==> config.mk <==
export PLATFORM = sky130hd
export DESIGN_NAME = fifo_rd_stream_flat
export DESIGN_NICKNAME = d
export VERILOG_FILES = /design/src/rtl/fifo_rd_stream_pkg.sv /design/src/rtl/fifo_rd_stream_if.sv /design/src/rtl/fifo_rd_stream_skid_buf2.sv /design/src/rtl/fifo_rd_stream.sv /design/src/flat_wrapper.sv
export SDC_FILE = /design/constraint.sdc
export NUM_CORES = 1
export LEC_CHECK = 0
export ABC_CLOCK_PERIOD_IN_PS = 3100
export BUFFER_PORTS_ARGS = -buffer_cell sky130_fd_sc_hd__buf_2
export CAP_MARGIN = 20
export CORE_UTILIZATION = 52
export DETAILED_ROUTE_END_ITERATION = 16
export GPL_TIMING_DRIVEN = 1
export PLACE_DENSITY = 0.77
export SYNTH_ARGS = -nofsm -noshare
export SYNTH_HDL_FRONTEND = slang
export SYNTH_HIERARCHICAL = 1
export SYNTH_SLANG_ARGS = --single-unit
==> constraint.sdc <==
create_clock -name rd_clk -period 3.1 [get_ports rd_clk]
set_clock_uncertainty 0.05 [all_clocks]
set_input_delay 0.31 -clock rd_clk [delete_from_list [all_inputs] [get_ports rd_clk]]
set_output_delay 0.31 -clock rd_clk [all_outputs]
set_load 0.05 [all_outputs]
==> src/rtl/fifo_rd_stream_pkg.sv <==
`default_nettype none
// ============================================================================
//  Package   : fifo_pkg
//  Purpose   : Shared defaults and the beat-counter width helper for the
//              async-FIFO read-side stream engine.
//  Revision  : 1.0  initial release
// ============================================================================
package fifo_pkg;

  localparam int DEF_DATA_WIDTH = 4;
  localparam int DEF_PKT_LEN    = 8;

  // Sized to hold PKT_LEN itself so PKT_LEN=1 still gets a 1-bit counter.
  function automatic int cnt_width(input int pkt_len);
    return $clog2(pkt_len + 1);
  endfunction

endpackage
`default_nettype wire

==> src/rtl/fifo_rd_stream_if.sv <==
`default_nettype none
// ============================================================================
//  Interface : fifo_rd_stream_if
//  Purpose   : FIFO read port plus framed valid/ready output stream.
//  Revision  : 1.0  initial release
// ============================================================================
interface fifo_rd_stream_if import fifo_pkg::*; #(
  parameter int DATA_WIDTH = DEF_DATA_WIDTH,
  parameter int PKT_LEN    = DEF_PKT_LEN
);

  localparam int CNT_WIDTH = cnt_width(PKT_LEN);

  logic                  fifo_empty;
  logic                  fifo_rd_en;
  logic [DATA_WIDTH-1:0] fifo_rd_data;
  logic                  out_valid;
  logic                  out_ready;
  logic [DATA_WIDTH-1:0] out_data;
  logic                  out_last;
  logic [CNT_WIDTH-1:0]  beat_cnt;

  modport master (
    input  fifo_empty, fifo_rd_data, out_ready,
    output fifo_rd_en, out_valid, out_data, out_last, beat_cnt
  );

  modport slave (
    output fifo_empty, fifo_rd_data, out_ready,
    input  fifo_rd_en, out_valid, out_data, out_last, beat_cnt
  );

endinterface
`default_nettype wire

==> src/rtl/fifo_rd_stream_skid_buf2.sv <==
`default_nettype none
// ============================================================================
//  Module    : skid_buf2
//  Purpose   : Two-entry in-order register buffer; head_o is the oldest word.
//  Revision  : 1.0  initial release
// ============================================================================
module skid_buf2 import fifo_pkg::*; #(
  parameter int DATA_WIDTH = DEF_DATA_WIDTH
) (
  input  logic                  clk_i,
  input  logic                  rst_i,
  input  logic                  flush_i,
  input  logic                  push_i,
  input  logic [DATA_WIDTH-1:0] push_data_i,
  input  logic                  pop_i,
  output logic [DATA_WIDTH-1:0] head_o,
  output logic [1:0]            occ_o
);

  logic [DATA_WIDTH-1:0] head_q, head_d;
  logic [DATA_WIDTH-1:0] tail_q, tail_d;
  logic [1:0]            occ_q, occ_d;
  logic                  pop_ok;

  assign pop_ok = pop_i && (occ_q != 2'd0);
  assign head_o = head_q;
  assign occ_o  = occ_q;

  always_comb begin
    head_d = head_q;
    tail_d = tail_q;
    occ_d  = occ_q;
    if (flush_i) begin
      occ_d = 2'd0;
    end else begin
      case ({push_i, pop_ok})
        2'b10: begin
          if (occ_q == 2'd0) begin
            head_d = push_data_i;
            occ_d  = 2'd1;
          end else begin
            tail_d = push_data_i;
            occ_d  = 2'd2;
          end
        end
        2'b01: begin
          head_d = tail_q;
          occ_d  = occ_q - 2'd1;
        end
        2'b11: begin
          // Occupancy is unchanged; the head moves to the next stored word.
          if (occ_q == 2'd1) begin
            head_d = push_data_i;
          end else begin
            head_d = tail_q;
            tail_d = push_data_i;
          end
        end
        default: ;
      endcase
    end
  end

  always_ff @(posedge clk_i or posedge rst_i) begin
    if (rst_i) begin
      head_q <= '0;
      tail_q <= '0;
      occ_q  <= 2'd0;
    end else begin
      head_q <= head_d;
      tail_q <= tail_d;
      occ_q  <= occ_d;
    end
  end

  a_no_overflow: assert property (@(posedge clk_i) disable iff (rst_i)
    !(push_i && !flush_i && !pop_ok && (occ_q == 2'd2)));

endmodule
`default_nettype wire

==> src/rtl/fifo_rd_stream.sv <==
`default_nettype none
// ============================================================================
//  Module    : fifo_rd_stream
//  Purpose   : Drains the async FIFO read port into a framed valid/ready
//              stream through a 2-entry skid buffer (rd_clk domain only).
//  Revision  : 1.0  initial release
// ============================================================================
module fifo_rd_stream import fifo_pkg::*; #(
  parameter int DATA_WIDTH = DEF_DATA_WIDTH,
  parameter int PKT_LEN    = DEF_PKT_LEN
) (
  input  logic             rd_clk,
  input  logic             rd_rst,
  input  logic             clr,
  fifo_rd_stream_if.master bus
);

  localparam int                   CNT_WIDTH = cnt_width(PKT_LEN);
  localparam logic [CNT_WIDTH-1:0] LAST_CNT  = CNT_WIDTH'(PKT_LEN - 1);

  logic                 inflight_q;
  logic [CNT_WIDTH-1:0] beat_cnt_q, beat_cnt_d;
  logic [1:0]           occ;
  logic                 pop_now;
  logic [2:0]           credit;

  assign pop_now       = bus.out_valid && bus.out_ready;
  assign bus.out_valid = (occ != 2'd0);
  assign bus.out_last  = bus.out_valid && (beat_cnt_q == LAST_CNT);
  assign bus.beat_cnt  = beat_cnt_q;

  // Words already committed (buffered + in flight) net of this cycle's pop
  // must leave room for one more, so the capture can never overflow.
  assign credit         = {1'b0, occ} + {2'b00, inflight_q} - {2'b00, pop_now};
  assign bus.fifo_rd_en = !rd_rst && !bus.fifo_empty && !clr && (credit < 3'd2);

  skid_buf2 #(
    .DATA_WIDTH (DATA_WIDTH)
  ) u_skid (
    .clk_i       (rd_clk),
    .rst_i       (rd_rst),
    .flush_i     (clr),
    .push_i      (inflight_q),
    .push_data_i (bus.fifo_rd_data),
    .pop_i       (pop_now),
    .head_o      (bus.out_data),
    .occ_o       (occ)
  );

  always_comb begin
    beat_cnt_d = beat_cnt_q;
    if (clr) begin
      beat_cnt_d = '0;
    end else if (pop_now) begin
      beat_cnt_d = (beat_cnt_q == LAST_CNT) ? '0 : beat_cnt_q + CNT_WIDTH'(1);
    end
  end

  always_ff @(posedge rd_clk or posedge rd_rst) begin
    if (rd_rst) begin
      inflight_q <= 1'b0;
      beat_cnt_q <= '0;
    end else begin
      inflight_q <= bus.fifo_rd_en;
      beat_cnt_q <= beat_cnt_d;
    end
  end

endmodule
`default_nettype wire

==> src/flat_wrapper.sv <==
// flat-port wrapper written by rule: the top's interface ports become plain ports
module fifo_rd_stream_flat import fifo_pkg::*;
#(
  parameter int DATA_WIDTH = DEF_DATA_WIDTH,
  parameter int PKT_LEN    = DEF_PKT_LEN
)
  (rd_clk, rd_rst, clr, bus_fifo_empty, bus_fifo_rd_data, bus_out_ready, bus_fifo_rd_en, bus_out_valid, bus_out_data, bus_out_last, bus_beat_cnt);
  fifo_rd_stream_if #(.DATA_WIDTH(DATA_WIDTH), .PKT_LEN(PKT_LEN)) bus_i ();
  input  logic rd_clk;
  input  logic rd_rst;
  input  logic clr;
  input wire logic [$bits(bus_i.fifo_empty)-1:0] bus_fifo_empty;
  input wire logic [$bits(bus_i.fifo_rd_data)-1:0] bus_fifo_rd_data;
  input wire logic [$bits(bus_i.out_ready)-1:0] bus_out_ready;
  output wire logic [$bits(bus_i.fifo_rd_en)-1:0] bus_fifo_rd_en;
  output wire logic [$bits(bus_i.out_valid)-1:0] bus_out_valid;
  output wire logic [$bits(bus_i.out_data)-1:0] bus_out_data;
  output wire logic [$bits(bus_i.out_last)-1:0] bus_out_last;
  output wire logic [$bits(bus_i.beat_cnt)-1:0] bus_beat_cnt;
  assign bus_i.fifo_empty = bus_fifo_empty;
  assign bus_i.fifo_rd_data = bus_fifo_rd_data;
  assign bus_i.out_ready = bus_out_ready;
  assign bus_fifo_rd_en = bus_i.fifo_rd_en;
  assign bus_out_valid = bus_i.out_valid;
  assign bus_out_data = bus_i.out_data;
  assign bus_out_last = bus_i.out_last;
  assign bus_beat_cnt = bus_i.beat_cnt;
  fifo_rd_stream #(.DATA_WIDTH(DATA_WIDTH), .PKT_LEN(PKT_LEN)) u_core (.rd_clk(rd_clk), .rd_rst(rd_rst), .clr(clr), .bus(bus_i));
endmodule
# == Yosys cells after proc, flatten, opt, wreduce, memory -nomap -nowiden ==
# Index checks and enable logic that the tools add are counted.
# totals
register_bits,15
latchBits,0
ram_bits,0
rom_bits,0
word_cells,48
n_memories,0
# op_classes
addsub,4
n_mul,0
n_div,0
n_lt_le_gt_ge,1
eq_ne,8
n_shift,0
n_mux,12
n_bitwise,1
n_reduce_logical,17
# op_table
op,n
two-way mux 4 bit,7
one-hot mux 4 bit (3 select lines),1
one-hot mux 4 bit (2 select lines),1
logical AND 1 bit,6
!= test 2 bit (second input constant),3
nonzero test 2 bit,3
nonzero test 3 bit,2
adder 4 x 1 -> 4 bit (second input constant),1
== test 2 x 1 -> 1 bit (second input constant),2
== test 2 bit (second input constant),2
== test 4 x 3 -> 1 bit (second input constant),1
two-way mux 2 bit,2
one-hot mux 2 bit (2 select lines),1
AND reduction 4 bit,1
adder 2 x 1 -> 3 bit,1
zero test 1 bit,3
< comparator 3 x 2 -> 1 bit (second input constant),1
AND reduction 3 bit,1
subtractor 3 x 1 -> 3 bit,1
zero test 2 bit,1
subtractor 2 x 1 -> 2 bit (second input constant),1
NOT 1 bit,1

# == Logic depth before layout (Yosys ltp) ==
# Gate-level depths: netlist of the first run.
# logic_depth
ltp_word,6
ltp_mapped,7

# == Cells and area by module ==
# Netlist of the first run, hierarchy kept.
# by_module_without_submodules
mod,n_inst,cells_each,area_each_um2,seq_area_each_um2
skid_buf2,1,57,574.3,250.2
fifo_rd_stream,1,33,310.3,125.1

# == Worst setup path after synthesis of the first run ==
# OpenSTA, ideal clock, no wires.
# synth_path
path_type,register -> output
start,"register u_core.u_skid.occ_q[1], in the netlist u_core/u_skid/occ_o[1]"
end,output bus_fifo_rd_en
arrival_time_ns,2.240
t_required_ns,2.740
path_slack_ns,0.500
stages_incl_launch_ff,8
path_buffers,0
cell_sequence,dfrtp_1 -> o21ai_2 -> inv_1 -> ha_1 -> nand2b_1 -> fa_1 -> xnor2_1 -> and4_1
# synth_between
elab_chain_len,5
word_cells_on_any_way,6
# synth_rtl
item,line_no,source
"start, declared",fifo_rd_stream_skid_buf2.sv:22,"logic [1:0] occ_q, occ_d;"
"start signal, assigned",fifo_rd_stream_skid_buf2.sv:68,occ_q <= 2'd0;
"start signal, assigned",fifo_rd_stream_skid_buf2.sv:72,occ_q <= occ_d;
nonzero test 2 bit,fifo_rd_stream.sv:28,assign bus.out_valid = (occ != 2'd0);
logical AND 1 bit,fifo_rd_stream.sv:27,assign pop_now = bus.out_valid && bus.out_ready;
named net u_core.pop_now,fifo_rd_stream.sv:24,logic pop_now;
subtractor 3 x 1 -> 3 bit,fifo_rd_stream.sv:34,"assign credit = {1'b0, occ} + {2'b00, inflight_q} - {2'b00, pop_now};"
< comparator 3 x 2 -> 1 bit,fifo_rd_stream.sv:35,assign bus.fifo_rd_en = !rd_rst && !bus.fifo_empty && !clr && (credit < 3'd2);
logical AND 1 bit,fifo_rd_stream.sv:35,
"end, declared",flat_wrapper.sv:15,output wire logic [$bits(bus_i.fifo_rd_en)-1:0] bus_fifo_rd_en;
# The timed path passes the listed nets, and every way through them passes these cells.

# == Worst setup path after layout of the first run ==
# layout_path
start,"register u_core.u_skid.occ_q[0], in the netlist u_core/u_skid/occ_o[0]"
end,output bus_fifo_rd_en
# The elaborated chain is that of the path after synthesis.

==> results.md, run 1 <==
- Initial core utilization: between 50% and 60%
- Most common cell after layout, fill and taps aside: buf_2
- Antenna viol nets, final: 0
- Crit. End Element: output pin
- Register area share after synthesis: a little over two fifths
- CTS tree: done
- Largest family of logic cells by synthesized area: compound AO/OA/AOI/OAI gates
- Run status: finished clean
- Gr ovfl total: 0
- Synthesized flop and latch total: 15
- Synth Warn #: 6
- Worst path slowest cell: dfrtp_1
- CP top delay family: adder cells
- Max frequency: 0.341 GHz
- Max-slew violations: 0
- M3 GR Usage: under 10%
- DR vias/cell: 5.77
- Total Routing Usage GR: a little over a fifth
- Critical-path cell list: o21ai_4 > inv_2 > ha_1 > nand2b_1 > fa_1 > xnor2_1 > and4_1 > clkbuf_4
- Final period util: a little over nine tenths
- Post-synthesis mux area share: under 10%
- Io pins: 20
- Die Area: about 1900 µm²
- Bufs and invs on worst path: 2
- WP data required: ~2.7 ns
- Number of flops mapped to enable cells by yosys: 0
- Xor/xnor share of the synthesized area: under 10%
- Synth unique cells: 30
- CTS max path bufs: 2
- Final setup viols: 0
- Leak: approximately 0.51 nW
- Clk root buf: clkbuf_4
- Fillers: about 120
- Synth Area in Simple Gates: roughly 17%
- Post-Synthesis Cells: 90
- Hold Path Class: in2reg
- Clk sinks: 15
- Wirelength, routed: about 1.8 mm
- Synth Area in Adders: about 7.9%
- Hold Vio Cnt, Final: 0
- GRT met1 Usage: 29.2%
- Worst-path clk slew: roughly 0.09 ns
- Drt drc: 0
- Post-Place Worst Slack: 0.380 ns
- Share of cells above drive strength 1: between 30% and 40%
- Worst-margin pin slew: 0.411 ns
- Startpoint Class: flip-flop
- H-tree depth: 1
- Largest net degree at the start of global routing: 12
- Clock latency on the worst-skew pair: ~0.28 ns
- Placed instance area: just under 1000 µm²
- Via count: around 740
- Max_slew headroom: just over 70%
- Min Tclk post-route: around 2.9 ns
- Worst VDD drop: around 0.32 mV
- Chip width: roughly 43 µm
- Initial DRT Pass Iterations: 4
- Detailed-route wire length per cell: approximately 14 µm
- Setup bufs post-CTS: 0
- Crit Path Class: reg2out
- First-pass GRT wire length: approximately 3.0 mm
- Primary FF master, synth: dfrtp_1
- Initial antenna violation count: 0
- Post-synth net total: 104
- Maximum capacitance violations: 0
- Pwr dens: just under 500 nW/µm²
- CORE AREA: between 1500 and 2000 µm²
- Area contributors post-synth: dfrtp_1, mux2_4, ha_1, a21oi_1, o21ai_0
- Post-DP HPWL: 1.33 mm
- Diodes inserted: 0
- Gpl congestion: approximately 0.93
- Most frequent cells in the layout: buf_2, dfrtp_1, a21oi_1, o21ai_0, inv_1
- Syn Area/Cell: roughly 10 µm²
- Busiest grt layer: met2
- Met2 Resource Use GR: around a third
- Total power: between 0.0005 and 0.0006 W
- Dominant cell type by area after synthesis: dfrtp_1
- Slowest stage delay, CP: 0.50 ns
- Core Rows: 14
- Synth Area in Compound Gates: 18.7%
- I/O Buffers: 19
- Starting DRT DRC Count: 23
- Share of the synthesized area in the top cell type: between 40% and 50%
- Number of global-route vias before repair: between 700 and 800
- Final worst setup slack: ~0.17 ns
- Nets: between 100 and 150
- Post-synth ARST share: 100%
- Post-Synthesis Cell Area: 885 µm²
- Die Y: around 43 µm
- WP data arrival: 2.57 ns
- Cts bufs inserted: 3
- Crit-path max FO: 11
- Design area: about 1000 µm²
- Synthesis-to-layout area growth: 18.0%
==> registers in the layout (all words and copies together) (netlist names) <==
| name | flops |
|---|---|
| u_core/inflight_q | 1 |
| u_core/bus.beat_cnt | 4 |
| u_core/u_skid/head_o | 4 |
| u_core/u_skid/occ_o | 2 |
| u_core/u_skid/tail_q | 4 |
==> per-stage QoR <==
step                      hold slack [ns]  std cells  TNS (ns)  utilization [%]
final                               0.234        129         0             67.7
after global routing                0.220        129  -0.00145             67.7
after CTS                           0.223        129         0             67.0
after detailed placement            0.183        124         0             64.5
after global placement              0.180        124         0             64.5
after floorplan                    0.0438         90         0                -
==> synthesized netlist by cell type (all sizes together), types with 2 or more instances <==
| library cell | count |
|---|---|
| a31oi | 5 |
| a21oi | 9 |
| inv | 8 |
| dfrtp | 15 |
| nand2 | 7 |
| and2 | 2 |
| o211ai | 2 |
| nand2b | 2 |
| nor2 | 4 |
| mux2 | 5 |
| ha | 4 |
| o21ai | 8 |
| nand3 | 5 |
==> repair_timing <==
| action | CTS | global route |
|---|---|---|
| hold buffers | 1 | 0 |
| hold endpoints to repair | 15 | 0 |
| setup endpoints to repair | 0 | 1 |
| resized for setup | 0 | 4 |
==> cell type report <==
class	instances	area, µm²	share of cell area, %
Clock buffer	3	22.5	2.16
Clock inverter	1	5.00	0.480
Inverter	8	30.0	2.88
Multi-Input combinational cell	66	482	46.2
Sequential cell	15	377	36.1
Tap cell	16	20.0	1.92
Timing Repair Buffer	20	108	10.3
==> routing by layer <==
layer	wire length [µm]	vias up
li1	-	365
met1	828	339
met2	823	36
met3	98	4
met4	31	0
met5	0	-
==> final timing paths <==
| path | depth (start not counted) | endpoint | slack, ns | startpoint |
|---|---|---|---|---|
| min in group asynchronous | 3 | u_core/bus.beat_cnt[1] | 0.44 | rd_rst |
| max in group asynchronous | 3 | u_core/u_skid/occ_o[1] | 2.17 | rd_rst |
| worst max-delay path | 8 | bus_fifo_rd_en | 0.17 | u_core/u_skid/occ_o[0] |
| worst min-delay path | 2 | u_core/u_skid/tail_q[0] | 0.23 | bus_fifo_rd_data[0] |
| worst max register to register | 7 | u_core/inflight_q | 0.90 | u_core/u_skid/occ_o[0] |
| worst min register to register | 1 | u_core/u_skid/tail_q[3] | 0.47 | u_core/u_skid/tail_q[3] |
==> cell families after synthesis <==
family | after synthesis
buffers and inverters | 9
DFF | 15
muxes | 5
AOI/OAI and AO/OA | 27
adders and majority gates | 5
xor gates and xnor gates | 2
and+or+nand+nor | 27
==> where the power goes <==
group	internal, W	total [W]	switching [W]	leakage (nW)
clock	0.0000477	0.000109	0.0000611	0.0177
sequential	0.000223	0.000241	0.0000187	0.194
combinational	0.0000510	0.000162	0.000112	0.303
total	0.000321	0.000513	0.000191	0.514
Note: power is estimated with default switching activity, not from simulation.
==> run 2: changes to the inputs <==
--- a/config.mk
+++ b/config.mk
@@ -11,7 +11,7 @@
 export CORE_UTILIZATION = 52
 export DETAILED_ROUTE_END_ITERATION = 16
 export GPL_TIMING_DRIVEN = 1
-export PLACE_DENSITY = 0.77
+export PLACE_DENSITY = 0.88
 export SYNTH_ARGS = -nofsm -noshare
 export SYNTH_HDL_FRONTEND = slang
 export SYNTH_HIERARCHICAL = 1
==> run 2 against run 1 <==
Against the previous run: sequential share of layout area is 0.077 points lower; combinational power is essentially flat; worst hold slack got worse by 0.015 ns; maximum frequency shrank 0.27%; register-to-register slack barely moved; global-route usage grew 0.27 points; final cell count unchanged; largest cell class unchanged.
==> results.md, run 2 (same netlist as run 1, synthesis figures left out) <==
- WP data required: 2.74 ns (about the same)
- Wirelength, routed: 1.84 mm (was 1.78 mm)
- Worst VDD drop: 0.278 mV (was 0.319 mV)
- Crit. End Element: output pin (unchanged)
- Crit path from: u_core/u_skid/occ_o[1] (was u_core/u_skid/occ_o[0])
- Post-DP HPWL: 1.33 mm (about the same)
- Crit Path Class: reg2out (unchanged)
- Post-Place Worst Slack: 0.362 ns (was 0.380 ns)
- Starting DRT DRC Count: 13 (was 23)
- Clk sinks: 15 (unchanged)
- Switch share: 37.9% (was 37.3%)
- CTS max path bufs: 2 (unchanged)
- Bufs and invs on worst path: 2 (unchanged)
- Most common cell after layout, fill and taps aside: buf_2 (unchanged)
- Drt drc: 0 (unchanged)
- Internal power component: 0.000322 W (was 0.000321 W)
- Initial DRT Pass Iterations: 4 (unchanged)
- Fillers: 118 (was 121)
- CP top delay family: adder cells (unchanged)
- First-pass GRT wire length: 2.98 mm (was 2.97 mm)
- Max_slew headroom: 75.3% (was 72.6%)
- Crit-path max FO: 11 (unchanged)
- Net Switching: 0.000196 W (was 0.000191 W)
- Combinational share of power: 31.2% (was 31.7%)
- Core Rows: 14 (unchanged)
- Via count: 740 (was 744)
- Die Y: 43.2 µm (unchanged)
- Io pins: 20 (unchanged)
- Placed insts: 124 (unchanged)
- Number of global-route vias before repair: 698 (was 708)
- Worst-case reg-to-reg path depth: 7 (unchanged)
- Diodes inserted: 0 (unchanged)
- Final period util: 94.9% (was 94.6%)
- Gpl congestion: 0.831 (was 0.932)
- Share of cells above drive strength 1: 30.1% (was 31.0%)
- Largest net degree at the start of global routing: 12 (unchanged)
- Hold Path Class: in2reg (unchanged)
- Most frequent cells in the layout: buf_2, dfrtp_1, a21oi_1, o21ai_0, inv_1 (unchanged)
- Worst-margin pin slew: 0.370 ns (was 0.411 ns)
- Non-Filler Instances: 129 (unchanged)
- Max-slew violations: 0 (unchanged)
- TNS Setup: 0 ns (unchanged)
- Worst path slowest cell: dfrtp_1 (unchanged)
- Slowest stage delay, CP: 0.51 ns (was 0.50 ns)
- Cells on Worst Hold Path: 2 (unchanged)
- Pwr dens: 497 nW/µm² (was 491 nW/µm²)
- Hold Startpoint: bus_fifo_rd_data[3] (was bus_fifo_rd_data[0])
- WP data arrival: 2.58 ns (was 2.57 ns)
- Initial core utilization: 57.4% (unchanged)
- Run status: finished clean (unchanged)
- Cts bufs inserted: 3 (unchanged)
- Leak: 0.516 nW (was 0.514 nW)
- Detailed-route wire length per cell: 14.2 µm (was 13.8 µm)
- CORE AREA: 1540 µm² (unchanged)
- Sequential share of power: 46.7% (was 47.1%)
- Critical path depth: 8 (unchanged)
- Synthesis-to-layout area growth: 17.8% (was 18.0%)
- Initial antenna violation count: 0 (unchanged)
- Total Routing Usage GR: 21.8% (was 21.5%)
- DR vias/cell: 5.74 (was 5.77)
- Max frequency: 0.340 GHz (was 0.341 GHz)
- Antenna viol nets, final: 0 (unchanged)
- Die Area: 1870 µm² (unchanged)
- Worst-path clk slew: 0.09 ns (about the same)
- Final setup viols: 0 (unchanged)
- Clock share of power: 22.1% (was 21.2%)
- Clk root buf: clkbuf_4 (unchanged)
- Startpoint Class: flip-flop (unchanged)
- H-tree depth: 1 (unchanged)
- Hold Vio Cnt, Final: 0 (unchanged)
- Maximum capacitance violations: 0 (unchanged)
- Final worst setup slack: 0.159 ns (was 0.167 ns)
- Clock latency on the worst-skew pair: 0.29 ns (was 0.28 ns)
- CTS tree: done (unchanged)
- Chip width: 43.2 µm (unchanged)
- I/O Buffers: 19 (unchanged)
- RSZ-0062 raised after global routing: false
- Gr ovfl total: 0 (unchanged)
- Min Tclk post-route: 2.94 ns (was 2.93 ns)
- Critical-path cell list: o21ai_4 > inv_2 > ha_1 > nand2b_1 > fa_1 > xnor2_1 > and4_1 > clkbuf_4 (unchanged)
- Nets: 128 (unchanged)
- Reg2reg start: u_core/u_skid/occ_o[1] (was u_core/u_skid/occ_o[0])
run 2: cell counts in the layout (fill, tap and decap cells not counted):
No cell type changed its count.
run 2: per-stage QoR:
| step | hold slack, ns | area, µm² | total power (W) | util (%) |
|---|---|---|---|---|
| finish | 0.219 | 1040 | 0.000518 | 67.6 |
| global placement | 0.184 | 995 | 0.000401 | 64.5 |
| CTS | 0.215 | 1030 | 0.000520 | 67.0 |
| floorplan | 0.0438 | 885 | 0.000365 | - |
| detailed placement | 0.199 | 995 | 0.000405 | 64.5 |
| global route | 0.215 | 1040 | 0.000541 | 67.6 |
run 2: area by class of cell:
cell class	count	area [µm²]	area share [%]
multi-input cells	66	482	46.2
clock buffers	3	22.5	2.16
well taps	16	20.0	1.92
inverters	8	30.0	2.88
flip-flops and latches	15	375	36.0
clock inverters	1	5.00	0.480
repair buffers	20	108	10.3
run 2: repair_timing:
item / CTS / global route
gates resized for setup: 0 / 3
setup endpoints to repair: 0 / 1
hold endpoints to repair: 15 / 0
buffers inserted: 0 / 0
hold buffers: 1 / 0
run 2: power groups by stage:
stage / combinational [W] / clock [W] / sequential, W
finish: 0.000162 / 0.000114 / 0.000242
global placement: 0.000157 / 0 / 0.000243
CTS: 0.000161 / 0.000117 / 0.000242
global route: 0.000172 / 0.000124 / 0.000245
floorplan: 0.0000615 / 0 / 0.000303
detailed placement: 0.000160 / 0 / 0.000245
run 2: final timing paths:
check | slack, ns | to
min | 0.22 | u_core/u_skid/tail_q[3]
min in group asynchronous | 0.43 | u_core/bus.beat_cnt[3]
max | 0.16 | bus_fifo_rd_en
min reg2reg | 0.49 | u_core/u_skid/tail_q[2]
max reg2reg | 0.90 | u_core/inflight_q
max in group asynchronous | 2.25 | u_core/u_skid/head_o[1]
run 2: metal layers:
metal / GRT usage [%] / vias up / part of all wire, %
met5: 0 / - / 0
met4: 13.9 / 0 / 2.4
met3: 2.55 / 4 / 4.0
met2: 33.1 / 24 / 47
met1: 29.0 / 346 / 47
li1: - / 366 / -
==> run 3: changes to the inputs <==
--- a/config.mk
+++ b/config.mk
@@ -8,11 +8,11 @@
 export ABC_CLOCK_PERIOD_IN_PS = 3100
 export BUFFER_PORTS_ARGS = -buffer_cell sky130_fd_sc_hd__buf_2
 export CAP_MARGIN = 20
-export CORE_UTILIZATION = 52
+export CORE_UTILIZATION = 35
 export DETAILED_ROUTE_END_ITERATION = 16
 export GPL_TIMING_DRIVEN = 1
-export PLACE_DENSITY = 0.88
+export PLACE_DENSITY = 0.67
+export SLEW_MARGIN = 20
 export SYNTH_ARGS = -nofsm -noshare
 export SYNTH_HDL_FRONTEND = slang
-export SYNTH_HIERARCHICAL = 1
 export SYNTH_SLANG_ARGS = --single-unit
==> run 3 against run 2 <==
Against the previous run: worst hold slack gained 0.011 ns; wire length fell by 11%; combinational power rose to 2.9 times the previous value; worst setup slack improved by 0.040 ns; first-iteration DRC count fell by 7.7%; die area is 46% higher; total power grew 73%; register-to-register slack about the same; utilization is 22 points lower; non-clock buffer count up 2; cell area up 0.24%; clock-buffer cell count did not move; critical path type unchanged; critical endpoint unchanged.
==> results.md, run 3 <==
- CTS max path bufs: 2 (unchanged)
- Synth top cells by count: dfrtp_1, a21oi_1, ha_1 (was dfrtp_1, a21oi_1, inv_1)
- Io pins: 20 (unchanged)
- Total power: 0.000897 W (was 0.000518 W)
- Max_slew headroom: 77.2% (was 75.3%)
- First-pass GRT wire length: 2.86 mm (was 2.98 mm)
- Max-slew violations: 0 (unchanged)
- Syn Area/Cell: 9.95 µm² (was 9.83 µm²)
- Final period util: 93.6% (was 94.9%)
- Starting DRT DRC Count: 12 (was 13)
- Total Routing Usage GR: 14.1% (was 21.8%)
- Min Tclk post-route: 2.90 ns (was 2.94 ns)
- Max frequency: 0.345 GHz (was 0.340 GHz)
- Number of flops mapped to enable cells by yosys: 0 (unchanged)
- Top-count cell post-synth: dfrtp_1 (unchanged)
- Multi-input logic area: 462 µm² (was 482 µm²)
- Synthesis-to-layout area growth: 17.9% (was 17.8%)
- Die Y: 52.3 µm (was 43.2 µm)
- Post-synthesis mux area share: 6.21% (was 8.49%)
- Clk sinks: 15 (unchanged)
- Crit Path Class: reg2out (unchanged)
- Initial antenna violation count: 0 (unchanged)
- Worst-path clk slew: 0.10 ns (was 0.09 ns)
- Hold Vio Cnt, Final: 0 (unchanged)
- Antenna viol nets, final: 0 (unchanged)
- Synth Warn #: 0 (was 6)
- Synth unique cells: 28 (was 30)
- Non-Filler Instances: 140 (was 129)
- Worst-margin pin slew: 0.340 ns (was 0.370 ns)
- CTS tree: done (unchanged)
- Synth Area in Compound Gates: 13.0% (was 18.7%)
- Setup bufs post-CTS: 0 (unchanged)
- Post-DP HPWL: 1.27 mm (was 1.33 mm)
- Run status: finished clean (unchanged)
- Largest family of logic cells by synthesized area: simple AND/OR/NAND/NOR gates (was compound AO/OA/AOI/OAI gates)
- Worst-case reg-to-reg path depth: 8 (was 7)
- Post-Synthesis Cell Area: 886 µm² (was 885 µm²)
- Gr ovfl total: 0 (unchanged)
- Hold Path Class: in2reg (unchanged)
- Nets: 130 (was 128)
- Post-synth ARST share: 100% (unchanged)
- Post-Synthesis Cells: 89 (was 90)
- Crit-path max FO: 11 (unchanged)
- Cells on Worst Hold Path: 2 (unchanged)
- RSZ-0062 raised after global routing: false (unchanged)
- Clk root buf: clkbuf_4 (unchanged)
- Crit. End Element: output pin (unchanged)
- Cts bufs inserted: 3 (unchanged)
- Primary FF master, synth: dfrtp_1 (unchanged)
- Synthesized flop and latch total: 15 (unchanged)
- Area contributors post-synth: dfrtp_1, ha_1, mux2_2, a21oi_1, a31oi_1 (was dfrtp_1, mux2_4, ha_1, a21oi_1, o21ai_0)
- Clock latency on the worst-skew pair: 0.28 ns (was 0.29 ns)
- Register area: 375 µm² (unchanged)
- Worst VDD drop: 0.332 mV (was 0.278 mV)
- Largest net degree at the start of global routing: 17 (was 12)
- Most frequent cells in the layout: buf_2, dfrtp_1, a21oi_1, ha_1 (was buf_2, dfrtp_1, a21oi_1, o21ai_0, inv_1)
- Initial DRT Pass Iterations: 4 (unchanged)
- Number of global-route vias before repair: 664 (was 698)
- Initial core utilization: 38.6% (was 57.4%)
- Diodes inserted: 0 (unchanged)
- Most common cell after layout, fill and taps aside: buf_2 (unchanged)
- Synth Area in Simple Gates: 18.8% (was 16.5%)
- Die Area: 2740 µm² (was 1870 µm²)
- Share of cells above drive strength 1: 26.8% (was 30.1%)
- Detailed-route wire length per cell: 11.7 µm (was 14.2 µm)
- Core Rows: 17 (was 14)
- Leak: 0.510 nW (was 0.516 nW)
- Startpoint Class: flip-flop (unchanged)
- Wirelength, routed: 1.64 mm (was 1.84 mm)
- Maximum capacitance violations: 0 (unchanged)
- TNS Setup: 0 ns (unchanged)
- Via count: 698 (was 740)
- Post-Place Worst Slack: 0.467 ns (was 0.362 ns)
- Placed insts: 135 (was 124)
- Synth Area in Adders: 12.1% (was 7.92%)
- Worst-case hold slack: 0.230 ns (was 0.219 ns)
- I/O Buffers: 19 (unchanged)
- DR vias/cell: 4.99 (was 5.74)
- WP data arrival: 2.54 ns (was 2.58 ns)
- Final worst setup slack: 0.199 ns (was 0.159 ns)
- Gpl congestion: 0.814 (was 0.831)
- Register area share after synthesis: 42.4% (about the same)
- Fillers: 236 (was 118)
- H-tree depth: 1 (unchanged)
- Final setup viols: 0 (unchanged)
- Share of the synthesized area in the top cell type: 42.4% (about the same)
- Dominant cell type by area after synthesis: dfrtp_1 (unchanged)
- CORE AREA: 2300 µm² (was 1540 µm²)
- WP data required: 2.74 ns (about the same)
- Chip width: 52.3 µm (was 43.2 µm)
- Drt drc: 0 (unchanged)
- Xor/xnor share of the synthesized area: 1.98% (about the same)
- Pwr dens: 859 nW/µm² (was 497 nW/µm²)
- Post-synth net total: 106 (was 104)
-- run 3: cell count changes in the layout (fill, tap and decap cells not counted), sizes merged, moves of 2 or more --
| cell | before | now |
|---|---|---|
| o211ai | 2 | 0 |
| ha | 4 | 7 |
| nand2 | 7 | 4 |
| buf | 18 | 20 |
| inv | 8 | 6 |
| nand3b | 0 | 2 |
| nand2b | 2 | 5 |
-- run 3: cell type report --
class | instances | area share [%]
flip-flops and latches | 15 | 35.9
repair buffers | 22 | 11.7
well taps | 28 | 3.35
multi-input cells | 65 | 44.2
clock inverters | 1 | 0.479
clock buffers | 3 | 2.16
inverters | 6 | 2.16
-- run 3: metal layers --
metal / up-vias / part of all wire, % / track usage (%)
met1: 330 / 48 / 18.8
li1: 359 / - / -
met4: 0 / 1.6 / 6.58
met2: 7 / 48 / 21.9
met5: - / 0 / 0
met3: 2 / 2.1 / 2.61
-- run 3: power breakdown --
part	internal (W)	total [W]	leakage, nW	switching [W]
clock	0.0000478	0.000114	0.0177	0.0000665
combinational	0.000173	0.000477	0.303	0.000304
sequential	0.000263	0.000306	0.190	0.0000426
total	0.000484	0.000897	0.510	0.000413
-- run 3: per-stage QoR --
step / util [%] / cell area (µm²)
floorplan: - / 886
global placement: 43.7 / 1000
detailed placement: 43.7 / 1000
CTS: 45.4 / 1040
global route: 45.5 / 1040
finish: 45.5 / 1040
-- run 3: kinds of logic (layout without fill, tap and decap cells) --
family / after synthesis / after routing
fa+ha+maj: 8 / 8
buf+inv: 9 / 32
flops: 15 / 15
xor+xnor: 2 / 2
mux: 5 / 5
simple gates: 29 / 29
compound gates: 21 / 21
-- run 3: final timing paths --
path	from	slack [ns]	end
worst max-delay path	u_core.u_skid.occ_o[1]	0.20	bus_fifo_rd_en
worst min-delay path	bus_fifo_rd_data[0]	0.23	u_core.u_skid.tail_q[0]
worst max register to register	u_core.u_skid.occ_o[1]	0.91	u_core.u_skid.tail_q[3]
worst min register to register	u_core.u_skid.tail_q[0]	0.46	u_core.u_skid.tail_q[0]
max in group asynchronous	rd_rst	2.32	u_core.u_skid.occ_o[0]
min in group asynchronous	rd_rst	0.51	u_core.u_skid.head_o[2]
-- run 3: what timing repair did --
action                                  4_1_cts  5_1_grt
endpoints found under the hold margin        15        0
hold buffers                                  1        0
endpoints found under the setup margin        0        1
resized for setup                             0        1
-- run 3: worst max-delay path, cell delays in order, from the launching register on --
cell and delay (ns):
dfrtp_1 0.44, inv_1 0.10, ha_1 0.17, nand2b_4 0.17, inv_1 0.06, ha_1 0.30
fa_1 0.44, xnor2_1 0.13, and4_1 0.21, clkbuf_4 0.23
